--- src/rtl/rocc_fu_sequencer_if.sv ---
// Bundle of the RoCC command/response ports and the FU IN_r/OUT_r streams.
// Every pair is valid/ready: a beat transfers on a rising clock edge where both are high, and the sender holds its payload steady while valid is high and ready is low.
interface rocc_fu_sequencer_if #(
    parameter int XLEN = 64
);
    logic                  cmd_valid;
    logic                  cmd_ready;
    logic [31:0]           cmd_inst;
    logic [XLEN-1:0]       cmd_rs1;
    logic [XLEN-1:0]       cmd_rs2;
    logic                  resp_valid;
    logic                  resp_ready;
    logic [4:0]            resp_rd;
    logic [XLEN-1:0]       resp_data;
    logic                  fu_in_valid;
    logic                  fu_in_ready;
    logic [2*XLEN+31:0]    fu_in_data;
    logic                  fu_out_valid;
    logic                  fu_out_ready;
    logic [XLEN+7:0]       fu_out_data;

    modport master (
        input  cmd_valid, cmd_inst, cmd_rs1, cmd_rs2, resp_ready,
        input  fu_in_ready, fu_out_valid, fu_out_data,
        output cmd_ready, resp_valid, resp_rd, resp_data,
        output fu_in_valid, fu_in_data, fu_out_ready
    );

    modport slave (
        output cmd_valid, cmd_inst, cmd_rs1, cmd_rs2, resp_ready,
        output fu_in_ready, fu_out_valid, fu_out_data,
        input  cmd_ready, resp_valid, resp_rd, resp_data,
        input  fu_in_valid, fu_in_data, fu_out_ready
    );
endinterface

--- src/rtl/rocc_fu_sequencer.sv ---
// Forwards RoCC commands to the HLS stream FU, tracks outstanding {xd, rd} tags,
// turns FU output beats into RoCC responses, and implements the fence command.
module rocc_fu_sequencer #(
    parameter int         XLEN         = 64,
    parameter int         MAX_INFLIGHT = 4,
    parameter logic [6:0] FENCE_FUNCT  = 7'h7F
) (
    input  logic                clock,
    input  logic                reset,
    rocc_fu_sequencer_if.master bus,
    output logic                busy,
    output logic                err_mismatch,
    output logic                err_unexpected,
    output logic                dbg_state
);
    localparam int PW = $clog2(MAX_INFLIGHT);
    localparam int CW = PW + 1;
    localparam logic [CW-1:0] FULL = CW'(MAX_INFLIGHT);

    typedef enum logic {
        ST_RUN   = 1'b0,
        ST_FENCE = 1'b1
    } state_e;

    state_e          state_q, state_d;
    logic [CW-1:0]   count_q, count_d;
    logic [PW-1:0]   wptr_q, wptr_d;
    logic [PW-1:0]   rptr_q, rptr_d;
    logic [5:0]      tag_q [MAX_INFLIGHT];
    logic [5:0]      tag_d [MAX_INFLIGHT];
    logic            resp_valid_q, resp_valid_d;
    logic [4:0]      resp_rd_q, resp_rd_d;
    logic [XLEN-1:0] resp_data_q, resp_data_d;
    logic            fence_xd_q, fence_xd_d;
    logic [4:0]      fence_rd_q, fence_rd_d;
    logic            err_mismatch_q, err_mismatch_d;
    logic            err_unexpected_q, err_unexpected_d;

    logic       is_fence, not_full, push, out_fire, pop, resp_fire, slot_free;
    logic       fence_accept, fence_done, fence_xd_now;
    logic [4:0] fence_rd_now;
    logic [5:0] head;
    logic       unused_fu_bits;

    assign is_fence     = (bus.cmd_inst[31:25] == FENCE_FUNCT);
    assign not_full     = (count_q < FULL);
    assign push         = bus.fu_in_valid & bus.fu_in_ready;
    assign out_fire     = bus.fu_out_valid & bus.fu_out_ready;
    assign pop          = out_fire & (count_q != '0);
    assign resp_fire    = resp_valid_q & bus.resp_ready;
    assign slot_free    = ~resp_valid_q | bus.resp_ready;
    assign fence_accept = (state_q == ST_RUN) & bus.cmd_valid & is_fence;
    assign head         = tag_q[rptr_q];
    assign unused_fu_bits = ^bus.fu_out_data[7:5];

    // A fence accepted while idle completes in its accept cycle, so the xd/rd
    // come straight from the instruction rather than from the latched copy.
    assign fence_xd_now = (state_q == ST_RUN) ? bus.cmd_inst[14]   : fence_xd_q;
    assign fence_rd_now = (state_q == ST_RUN) ? bus.cmd_inst[11:7] : fence_rd_q;

    assign bus.fu_in_data   = {bus.cmd_rs2, bus.cmd_rs1, bus.cmd_inst};
    assign bus.fu_out_ready = ~resp_valid_q | bus.resp_ready;
    assign bus.resp_valid   = resp_valid_q;
    assign bus.resp_rd      = resp_rd_q;
    assign bus.resp_data    = resp_data_q;

    assign busy           = (count_q != '0) | resp_valid_q | (state_q == ST_FENCE);
    assign err_mismatch   = err_mismatch_q;
    assign err_unexpected = err_unexpected_q;
    assign dbg_state      = (state_q == ST_FENCE);

    always_ff @(posedge clock or posedge reset) begin
        if (reset) begin
            state_q          <= ST_RUN;
            count_q          <= '0;
            wptr_q           <= '0;
            rptr_q           <= '0;
            for (int i = 0; i < MAX_INFLIGHT; i++) tag_q[i] <= '0;
            resp_valid_q     <= 1'b0;
            resp_rd_q        <= '0;
            resp_data_q      <= '0;
            fence_xd_q       <= 1'b0;
            fence_rd_q       <= '0;
            err_mismatch_q   <= 1'b0;
            err_unexpected_q <= 1'b0;
        end else begin
            state_q          <= state_d;
            count_q          <= count_d;
            wptr_q           <= wptr_d;
            rptr_q           <= rptr_d;
            tag_q            <= tag_d;
            resp_valid_q     <= resp_valid_d;
            resp_rd_q        <= resp_rd_d;
            resp_data_q      <= resp_data_d;
            fence_xd_q       <= fence_xd_d;
            fence_rd_q       <= fence_rd_d;
            err_mismatch_q   <= err_mismatch_d;
            err_unexpected_q <= err_unexpected_d;
        end
    end

    always_comb begin
        state_d    = state_q;
        fence_done = 1'b0;
        if (state_q == ST_RUN) begin
            if (fence_accept) begin
                if ((count_q == '0) && slot_free) fence_done = 1'b1;
                else                              state_d    = ST_FENCE;
            end
        end else begin
            if ((count_q == '0) && slot_free) begin
                fence_done = 1'b1;
                state_d    = ST_RUN;
            end
        end
    end

    always_comb begin
        bus.cmd_ready   = 1'b0;
        bus.fu_in_valid = 1'b0;
        if (state_q == ST_RUN) begin
            if (is_fence) begin
                bus.cmd_ready = 1'b1;
            end else begin
                bus.cmd_ready   = bus.fu_in_ready & not_full;
                bus.fu_in_valid = bus.cmd_valid & not_full;
            end
        end
    end

    always_comb begin
        tag_d            = tag_q;
        wptr_d           = wptr_q;
        rptr_d           = rptr_q;
        count_d          = count_q;
        resp_valid_d     = resp_valid_q & ~resp_fire;
        resp_rd_d        = resp_rd_q;
        resp_data_d      = resp_data_q;
        fence_xd_d       = fence_xd_q;
        fence_rd_d       = fence_rd_q;
        err_mismatch_d   = err_mismatch_q;
        err_unexpected_d = err_unexpected_q;

        if (push) begin
            tag_d[wptr_q] = {bus.cmd_inst[14], bus.cmd_inst[11:7]};
            wptr_d        = wptr_q + PW'(1);
        end
        // The response carries the tracked rd, not whatever rd the FU echoed.
        if (pop) begin
            rptr_d = rptr_q + PW'(1);
            if (head[5]) begin
                resp_valid_d = 1'b1;
                resp_rd_d    = head[4:0];
                resp_data_d  = bus.fu_out_data[XLEN+7:8];
            end
            if (bus.fu_out_data[4:0] != head[4:0]) err_mismatch_d = 1'b1;
        end
        if (out_fire && (count_q == '0)) err_unexpected_d = 1'b1;

        case ({push, pop})
            2'b10:   count_d = count_q + CW'(1);
            2'b01:   count_d = count_q - CW'(1);
            default: count_d = count_q;
        endcase

        if (fence_accept) begin
            fence_xd_d = bus.cmd_inst[14];
            fence_rd_d = bus.cmd_inst[11:7];
        end
        if (fence_done && fence_xd_now) begin
            resp_valid_d = 1'b1;
            resp_rd_d    = fence_rd_now;
            resp_data_d  = '0;
        end
    end
endmodule
--- src/flat_wrapper.sv ---
// flat-port wrapper written by rule: the top's interface ports become plain ports
module rocc_fu_sequencer_flat 
#(
    parameter int         XLEN         = 64,
    parameter int         MAX_INFLIGHT = 4,
    parameter logic [6:0] FENCE_FUNCT  = 7'h7F
)
  (clock, reset, busy, err_mismatch, err_unexpected, dbg_state, bus_cmd_valid, bus_cmd_inst, bus_cmd_rs1, bus_cmd_rs2, bus_resp_ready, bus_fu_in_ready, bus_fu_out_valid, bus_fu_out_data, bus_cmd_ready, bus_resp_valid, bus_resp_rd, bus_resp_data, bus_fu_in_valid, bus_fu_in_data, bus_fu_out_ready);
  rocc_fu_sequencer_if #(.XLEN(XLEN)) bus_i ();
  input  logic clock;
  input  logic reset;
  output logic busy;
  output logic err_mismatch;
  output logic err_unexpected;
  output logic dbg_state;
  input wire logic [$bits(bus_i.cmd_valid)-1:0] bus_cmd_valid;
  input wire logic [$bits(bus_i.cmd_inst)-1:0] bus_cmd_inst;
  input wire logic [$bits(bus_i.cmd_rs1)-1:0] bus_cmd_rs1;
  input wire logic [$bits(bus_i.cmd_rs2)-1:0] bus_cmd_rs2;
  input wire logic [$bits(bus_i.resp_ready)-1:0] bus_resp_ready;
  input wire logic [$bits(bus_i.fu_in_ready)-1:0] bus_fu_in_ready;
  input wire logic [$bits(bus_i.fu_out_valid)-1:0] bus_fu_out_valid;
  input wire logic [$bits(bus_i.fu_out_data)-1:0] bus_fu_out_data;
  output wire logic [$bits(bus_i.cmd_ready)-1:0] bus_cmd_ready;
  output wire logic [$bits(bus_i.resp_valid)-1:0] bus_resp_valid;
  output wire logic [$bits(bus_i.resp_rd)-1:0] bus_resp_rd;
  output wire logic [$bits(bus_i.resp_data)-1:0] bus_resp_data;
  output wire logic [$bits(bus_i.fu_in_valid)-1:0] bus_fu_in_valid;
  output wire logic [$bits(bus_i.fu_in_data)-1:0] bus_fu_in_data;
  output wire logic [$bits(bus_i.fu_out_ready)-1:0] bus_fu_out_ready;
  assign bus_i.cmd_valid = bus_cmd_valid;
  assign bus_i.cmd_inst = bus_cmd_inst;
  assign bus_i.cmd_rs1 = bus_cmd_rs1;
  assign bus_i.cmd_rs2 = bus_cmd_rs2;
  assign bus_i.resp_ready = bus_resp_ready;
  assign bus_i.fu_in_ready = bus_fu_in_ready;
  assign bus_i.fu_out_valid = bus_fu_out_valid;
  assign bus_i.fu_out_data = bus_fu_out_data;
  assign bus_cmd_ready = bus_i.cmd_ready;
  assign bus_resp_valid = bus_i.resp_valid;
  assign bus_resp_rd = bus_i.resp_rd;
  assign bus_resp_data = bus_i.resp_data;
  assign bus_fu_in_valid = bus_i.fu_in_valid;
  assign bus_fu_in_data = bus_i.fu_in_data;
  assign bus_fu_out_ready = bus_i.fu_out_ready;
  rocc_fu_sequencer #(.XLEN(XLEN), .MAX_INFLIGHT(MAX_INFLIGHT), .FENCE_FUNCT(FENCE_FUNCT)) u_core (.clock(clock), .reset(reset), .bus(bus_i), .busy(busy), .err_mismatch(err_mismatch), .err_unexpected(err_unexpected), .dbg_state(dbg_state));
endmodule
--- config.mk ---
export PLATFORM = sky130hd
export DESIGN_NAME = rocc_fu_sequencer_flat
export DESIGN_NICKNAME = d
export VERILOG_FILES = /design/src/rtl/rocc_fu_sequencer_if.sv /design/src/rtl/rocc_fu_sequencer.sv /design/src/flat_wrapper.sv
export SDC_FILE = /design/constraint.sdc
export NUM_CORES = 1
export LEC_CHECK = 0
export BUFFER_PORTS_ARGS = -buffer_cell sky130_fd_sc_hd__clkbuf_2
export CORE_AREA = 8 8 178 180
export DETAILED_ROUTE_END_ITERATION = 12
export DIE_AREA = 0 0 186 188
export GPL_TIMING_DRIVEN = 0
export PLACE_DENSITY_LB_ADDON = 0.3
export SETUP_SLACK_MARGIN = 0.02
export SYNTH_ARGS = -nofsm -noshare
export SYNTH_HDL_FRONTEND = slang
export SYNTH_SLANG_ARGS = --single-unit
export TNS_END_PERCENT = 50
--- constraint.sdc ---
create_clock -name clock -period 11.3 [get_ports clock]
set_clock_uncertainty 0.1 [all_clocks]
set_input_delay 3.39 -clock clock [delete_from_list [all_inputs] [get_ports clock]]
set_output_delay 3.39 -clock clock [all_outputs]
set_load 0.03 [all_outputs]
==> metrics.md, run 1 <==
| Metric | Value |
|---|---|
| Chip Width | around 190 um |
| GRT Resource Usage Total | around 13% |
| Vias per cell | around 3.8 |
| Pre-antenna DRT Iters | 7 |
| Total I/O pin count | 475 |
| Leading area contributor after synthesis | dfrtp_1 |
| Die Height | roughly 190 um |
| Clk Latency, worst-skew pair | 0.36 ns |
| Crit end category | output pin |
| Worst hold stages | 1 |
| Slew @ Worst Pin | 1.18 ns |
| Layout cells sized above 1 | 58.2% |
| Critical Path RT | about 8 ns |
| Crit path DAT | about 4.4 ns |
| Final WL | 23.8 mm |
| Mapped Nets | 850 |
| Cell at the slowest stage of the critical path | a211oi_1 |
| CTS HTree Levels | 3 |
| R2R depth | 5 |
| PD cells | 241 nW/um^2 |
| Worst Hold Class | reg -> reg |
| CP top delay family | buffers and inverters |
| Synth warn | 0 |
| Clk root buf | clkbuf_16 |
| Outcome | complete, no violations |
| Antenna violations before repair | 4 |
| Slew HR | between 20% and 30% |
| Num CTS Buffers | 9 |
| Placed Instances | 1321 |
| Critical path buffer and inverter count | 3 |
| Grt total ovfl | 0 |
| RSZ-0062 raised after global routing | false |
| FF-to-FF End | u_core.bus.resp_rd[2] |
| Yosys top cell area share | between 40% and 50% |
| Final hold violations | 0 |
| Critical R2R Launch | u_core.dbg_state |
| Synthesized instance count | 606 |
| # clock sinks | 110 |
| Post-cts resize count | 0 |
| Syn-to-layout area delta | 41.0% |
| Synthesized area per cell | 9.89 um^2 |
| CTS max path bufs | 2 |
| Final GP Congestion | 0.764 |
| Ratio of final minimum period to clock period | a little over two thirds |
| First-pass GRT wire length | 34.1 mm |
| Worst-path maximum fanout | 5 |
| Hold Crit Start | u_core.tag_q[10] |
| ANT nets after route | 0 |
| Post-synth cell types | 34 |
| Largest cells by area after synthesis | dfrtp_1, buf_4, nand2_1 |
| Port Buffers | around 320 |
| MaxCap Viol Count | 0 |
| Post-CTS Setup Inserts | 0 |
| Fin crit period | about 8 ns |
| Clock transition at path regs | around 0.08 ns |
| DIE AREA | around 35000 um^2 |
| Setup_tns | 0 ns |
| Crit-path cells | clkbuf_2 -> and4_1 -> buf_2 -> a211oi_1 -> clkbuf_2 |
| Cell Area, Placed | ~8000 um^2 |
| Min Hold Slack | about 0.39 ns |
| Max-slew violation count | 0 |
| Rows | 63 |
| Vias in the first global route | approximately 5400 |
| WS Path Type | in -> out |
| Maximum vdd drop | between 0.08 and 0.09 mV |
| Setup crit start kind | input pin |
| Fin nets | around 1200 |
| WL/cell | roughly 18 um |
| Cell repeated most along the worst path | clkbuf_2 |
| Final Setup Violations | 0 |
| Starting Density | between 20% and 30% |
| DR iter-0 viols | between 200 and 250 |
| Seq cells post-synth | between 100 and 150 |
| Worst hold path endpoint | u_core.tag_q[10] |
| Flop2flop setup slack | 8.43 ns |
| Largest net degree at the start of global routing | 73 |
| Fmax | roughly 0.13 GHz |
| Crit-path max cell delay | about 0.27 ns |
| Seq/Total Area, Yosys | a little under half |
| Post-Synthesis Cell Area | 5990 um^2 |
| Static Leak | 0.00450 uW |
| DR vias | 5136 |
| Dpl hpwl | ~20 mm |
| TritonCTS clock tree | built |
| Design Area, Final | 8450 um^2 |
| # DRC | 0 |
| Fin cells | between 1000 and 1500 |
| Total power | between 2000 and 2500 uW |
| Core Area | a little under 30000 um^2 |
| Hold Buf Count CTS | 0 |
## state kept, by name, indices dropped and copies added (netlist names)
| signal | cells |
|---|---|
| u_core.tag_q | 24 |
| u_core.count_q | 3 |
| u_core.bus.resp_data | 64 |
| u_core.bus.resp_rd | 5 |
| u_core.err_mismatch | 1 |
| u_core.bus.resp_valid | 1 |
| u_core.rptr_q | 2 |
| u_core.fence_rd_q | 5 |
| u_core.err_unexpected | 1 |
| u_core.wptr_q | 2 |
| u_core.dbg_state | 1 |
| u_core.fence_xd_q | 1 |
## metal layers
layer  global-route usage (%)  up-vias  share of wire (%)
li1                         -     2481                  -
met1                     13.4     2422                 36
met2                     24.7      216                 55
met3                     3.77       13                8.7
met4                     2.63        4               0.68
met5                        0        -              0.097
## area by class of cell
class,count,area (um^2)
Antenna cell,2,5.00
Buffer,189,1340
Clock buffer,9,225
Clock inverter,7,82.6
Fill cell,3139,20600
Inverter,9,38.8
Multi-Input combinational cell,298,1870
Sequential cell,110,2750
Tap cell,390,488
Timing Repair Buffer,325,1650
## worst max path at each step
stage | from | to | slack, ns | cells after the start
6_report | bus_cmd_inst[28] | bus_fu_in_valid | 3.44 | 5
5_1_grt | bus_cmd_inst[28] | bus_cmd_ready | 3.38 | 6
4_1_cts | bus_cmd_inst[28] | bus_cmd_ready | 3.44 | 6
3_5_place_dp | bus_cmd_inst[28] | bus_fu_in_valid | 3.45 | 5
3_3_place_gp | reset | u_core.bus.resp_data[55] | 3.18 | 2
2_1_floorplan | bus_cmd_inst[28] | bus_fu_in_valid | 3.35 | 3
## cell families (layout without fill, tap and decap cells)
group	after synthesis	count (layout)	synth area share [%]
buf+inv	198	539	22.9
mux	51	51	10.4
simple gates	156	156	11.0
xor+xnor	11	11	1.61
compound gates	74	74	6.75
flops	110	110	45.9
fa+ha+maj	6	6	1.38
other cells	0	2	0
## cell usage after synthesis
cell type and instances:
a2111oi_4 1, nand4_1 2, a211oi_1 1, fa_1 1
and3_4 1, or3_1 2, mux2_2 21, nand2_1 134
clkbuf_1 15, buf_6 1, nand2_4 4, a31oi_1 1
clkbuf_2 1, mux2i_1 16, nor3_1 2, nand2b_1 3
mux4_2 6, dfrtp_1 110, nor2_1 3, a21oi_1 67
nor2b_1 1, buf_2 10, a41oi_1 1, ha_1 5
or2_2 1, xor2_1 5, inv_1 9, and3_1 1
o21ai_0 2, xnor2_1 6, buf_4 162, and4_1 2
mux2_1 8, a31o_2 1
## per-stage QoR
stage          setup WS [ns]  utilization (%)
3_3_place_gp            3.18             27.9
3_5_place_dp            3.45             28.0
4_1_cts                 3.44             29.1
2_1_floorplan           3.35                -
6_report                3.44             29.1
5_1_grt                 3.38             29.1
## where the power goes
group,switching (uW),total [uW],internal [uW]
Combinational,674,1040,364
Sequential,90.3,656,566
Clock,163,338,176
## worst reg2reg max path, stage by stage, from the launching register on
cell and delay, ns:
dfrtp_1 0.37, clkbuf_1 0.54, nand2_1 0.10, a21oi_1 0.95, buf_2 0.47, mux2i_1 0.25
## placed cells by master, fill, tap and decap left out, types with 8 or more instances in the layout
cell type | synthesis | layout
a21oi_1 | 67 | 67
buf_2 | 10 | 10
buf_4 | 162 | 162
clkbuf_1 | 15 | 15
clkbuf_16 | 0 | 9
clkbuf_2 | 1 | 325
dfrtp_1 | 110 | 110
inv_1 | 9 | 8
mux2_1 | 8 | 8
mux2_2 | 21 | 21
mux2i_1 | 16 | 16
nand2_1 | 134 | 134
Note: power is estimated with default switching activity, not from simulation.
==> run 2, diff against run 1 <==
ABC_AREA = 1   (was not set)
CORE_AREA = 8 8 180 182   (was 8 8 178 180)
DIE_AREA = 0 0 188 190   (was 0 0 186 188)
clock period = 7.6 ns   (was 11.3 ns; I/O delays follow)
==> metrics.md, run 2 <==
| Metric | Value |
|---|---|
| Critical R2R Launch | u_core.dbg_state (unchanged) |
| Yosys top cell area share | 45.3% (was 45.9%) |
| Fmax | ~0.18 GHz |
| EDFF count, synth | 0 (unchanged) |
| NetSw | 1490 uW (was 927 uW) |
| Hold Crit Start | u_core.err_mismatch (was u_core.tag_q[10]) |
| # DRC | 0 (unchanged) |
| DR iter-0 viols | 208 (was 233) |
| Most frequent cells in the layout | clkbuf_2, nand2_1, buf_4, dfrtp_1, nand3_1 (was clkbuf_2, buf_4, nand2_1, dfrtp_1, a21oi_1) |
| Commonest non-fill, non-tap cell in the layout | clkbuf_2 (unchanged) |
| Final Setup Violations | 0 (unchanged) |
| Synthesized instance count | 733 (was 606) |
| Post-CTS Setup Inserts | 0 (unchanged) |
| Antenna violations before repair | 1 (was 4) |
| WL/cell | 15.1 um (was 17.7 um) |
| Internal | 1570 uW (was 1110 uW) |
| FF-to-FF End | u_core.count_q[2] (was u_core.bus.resp_rd[2]) |
| Syn-to-layout area delta | 40.2% (was 41.0%) |
| ANT nets after route | 0 (unchanged) |
| Pre-antenna DRT Iters | 4 (was 7) |
| PD cells | 359 nW/um^2 (was 241 nW/um^2) |
| Clk root buf | clkbuf_16 (unchanged) |
| Async set or reset register ratio after synthesis | 100% (unchanged) |
| Final WL | 22.1 mm (was 23.8 mm) |
| Worst Hold Class | reg -> reg (unchanged) |
| R2R depth | 12 (was 5) |
| Vias in the first global route | 5798 (was 5384) |
| Final GP Congestion | 0.791 (was 0.764) |
| Port Buffers | 324 (unchanged) |
| Switching Fraction | 48.8% (was 45.6%) |
| DIE AREA | 35700 um^2 (was 35000 um^2) |
| Fill cell count | 3197 (was 3139) |
| Crit end category | output pin (unchanged) |
| Static Leak | 0.00498 uW (was 0.00450 uW) |
| First-pass GRT wire length | 33.5 mm (was 34.1 mm) |
| RSZ-0062 raised after global routing | false (unchanged) |
| Crit path DAT | 3.07 ns (was 4.37 ns) |
| WS Path Type | in -> out (unchanged) |
| Slew @ Worst Pin | 0.424 ns (was 1.18 ns) |
| Fin nets | 1313 (was 1186) |
| GRT Resource Usage Total | 11.8% (was 12.9%) |
| TritonCTS clock tree | built (unchanged) |
| Synth warn | 0 (unchanged) |
| Largest cells by area after synthesis | dfrtp_1, buf_4, nand2_1 (unchanged) |
| Leading area contributor after synthesis | dfrtp_1 (unchanged) |
| Seq/Total Area, Yosys | 45.3% (was 45.9%) |
| Critical Path RT | 5.22 ns (was 7.81 ns) |
| Most used flip-flop cell after synthesis | dfrtp_1 (unchanged) |
| Max FFs per register | 64 (unchanged) |
| Setup_tns | 0 ns (unchanged) |
| Chip Width | 188 um (was 186 um) |
| Design Area, Final | 8510 um^2 (was 8450 um^2) |
| Vias per cell | 3.76 (was 3.84) |
| Max-slew violation count | 0 (unchanged) |
| Post-cts resize count | 0 (unchanged) |
| Ratio of final minimum period to clock period | 71.8% |
| Core Area | 29400 um^2 (was 29000 um^2) |
| Flop2flop setup slack | 5.31 ns (was 8.43 ns) |
| Post-synth cell types | 30 (was 34) |
| Starting Density | 20.6% (was 20.7%) |
| CTS HTree Levels | 3 (unchanged) |
| Largest net degree at the start of global routing | 69 (was 73) |
| CTS max path bufs | 2 (unchanged) |
| Grt total ovfl | 0 (unchanged) |
| Slew HR | 71.7% (was 21.1%) |
| Num CTS Buffers | 9 (unchanged) |
| # clock sinks | 110 (unchanged) |
| # diodes | 0 (was 2) |
| Maximum vdd drop | 0.118 mV (was 0.0849 mV) |
| Setup crit start kind | input pin (unchanged) |
| Cell Area, Placed | 8210 um^2 (was 8130 um^2) |
| DR vias | 5507 (was 5136) |
| Fin crit period | roughly 5.5 ns |
| Mapped Nets | 977 (was 850) |
| Total power | 3060 uW (was 2030 uW) |
| Post-synth top cells | nand2_1, buf_4, dfrtp_1, nand3_1 (was buf_4, nand2_1, dfrtp_1, a21oi_1, mux2_2) |
| Dpl hpwl | 18.2 mm (was 19.9 mm) |
| MaxCap Viol Count | 0 (unchanged) |
| Gate power share | 51.4% (was 51.1%) |
| Clk Latency, worst-skew pair | 0.37 ns (was 0.36 ns) |
| Total I/O pin count | 475 (unchanged) |
| Seq cells post-synth | 110 (unchanged) |
| Worst-path maximum fanout | 2 (was 5) |
| Final hold violations | 0 (unchanged) |
| Min Hold Slack | 0.367 ns (was 0.393 ns) |
| Layout cells sized above 1 | 50.4% (was 58.2%) |
| Clk pwr share | 16.2% (was 16.6%) |
| Synthesized area per cell | 8.28 um^2 (was 9.89 um^2) |
| Hold Buf Count CTS | 0 (unchanged) |
| Worst hold path endpoint | u_core.err_mismatch (was u_core.tag_q[10]) |
| Outcome | complete, no violations (unchanged) |
| Rows | 63 (unchanged) |
| Post-Synthesis Cell Area | 6070 um^2 (was 5990 um^2) |
| Clock transition at path regs | 0.09 ns (was 0.08 ns) |
| Count leader, synth | nand2_1 (was buf_4) |
| Die Height | 190 um (was 188 um) |
| Worst hold stages | 2 (was 1) |
| Part of the power in registers | 32.3% (about the same) |
[run 2: cell count changes after synthesis, sizes merged, moves of 5 or more]
cell,change
nand2,+184
o21ai,+27
mux4,-6
xnor2,-5
nor2,+10
mux2i,-16
clkbuf,-15
buf,+7
nand3,+24
mux2,-29
inv,+16
a21oi,-63
a21o,+5
[run 2: cell families (layout without fill, tap and decap cells)]
| family | Yosys count | in the layout | synth area share (%) |
|---|---|---|---|
| simple gates | 364 | 364 | 24.4 |
| compound gates | 41 | 41 | 3.73 |
| buf+inv | 206 | 547 | 24.3 |
| fa+ha+maj | 6 | 6 | 1.36 |
| flops | 110 | 110 | 45.3 |
| xor+xnor | 6 | 6 | 0.866 |
[run 2: per-layer routing]
layer / GRT usage, % / wire length (um) / part of all wire, %
met5: 0 / 7 / 0.032
met4: 2.52 / 245 / 1.1
met3: 4.47 / 1740 / 7.9
met2: 21.4 / 11500 / 52
met1: 13.0 / 8670 / 39
[run 2: cell type report]
type / instances / area (um^2) / share of cell area [%]
sequential: 110 / 2750 / 32.3
multi-input combinational: 417 / 1840 / 21.6
timing repair buffer: 325 / 1650 / 19.4
buffer: 181 / 1380 / 16.2
tap: 390 / 488 / 5.73
clock buffer: 9 / 225 / 2.65
inverter: 25 / 104 / 1.22
clock inverter: 7 / 72.6 / 0.853
[run 2: worst max path at each step]
| stage | start | to | slack, ns | depth (start not counted) |
|---|---|---|---|---|
| after floorplan | bus_cmd_inst[29] | bus_cmd_ready | 2.18 | 4 |
| after global placement | reset | u_core.wptr_q[0] | 0.58 | 2 |
| after detailed placement | bus_cmd_inst[29] | bus_cmd_ready | 2.12 | 6 |
| after CTS | bus_cmd_inst[29] | bus_cmd_ready | 2.11 | 6 |
| after global routing | bus_cmd_inst[29] | bus_cmd_ready | 2.04 | 6 |
| final | bus_cmd_inst[29] | bus_cmd_ready | 2.15 | 6 |
[run 2: power by group through the flow]
stage,clock (uW),sequential (uW),combinational [uW]
detailed placement,0,1000,1620
finish,497,989,1570
global placement,0,994,1610
CTS,527,991,1620
floorplan,0,1310,793
global route,548,1020,1760
[run 2: metrics by stage]
stage                     cells  utilization [%]  setup slack (ns)
final                      1464             28.9              2.15
after global routing       1464             28.9              2.04
after CTS                  1464             28.9              2.11
after detailed placement   1448             27.9              2.12
after global placement     1447             27.8             0.579
after floorplan             733                -              2.18
[run 2: critical path, stage by stage]
cell      delay, ns
clkbuf_2       0.09
nand2_1        0.05
nor2_1         0.19
nand2_1        0.10
a21oi_1        0.14
clkbuf_2       0.23
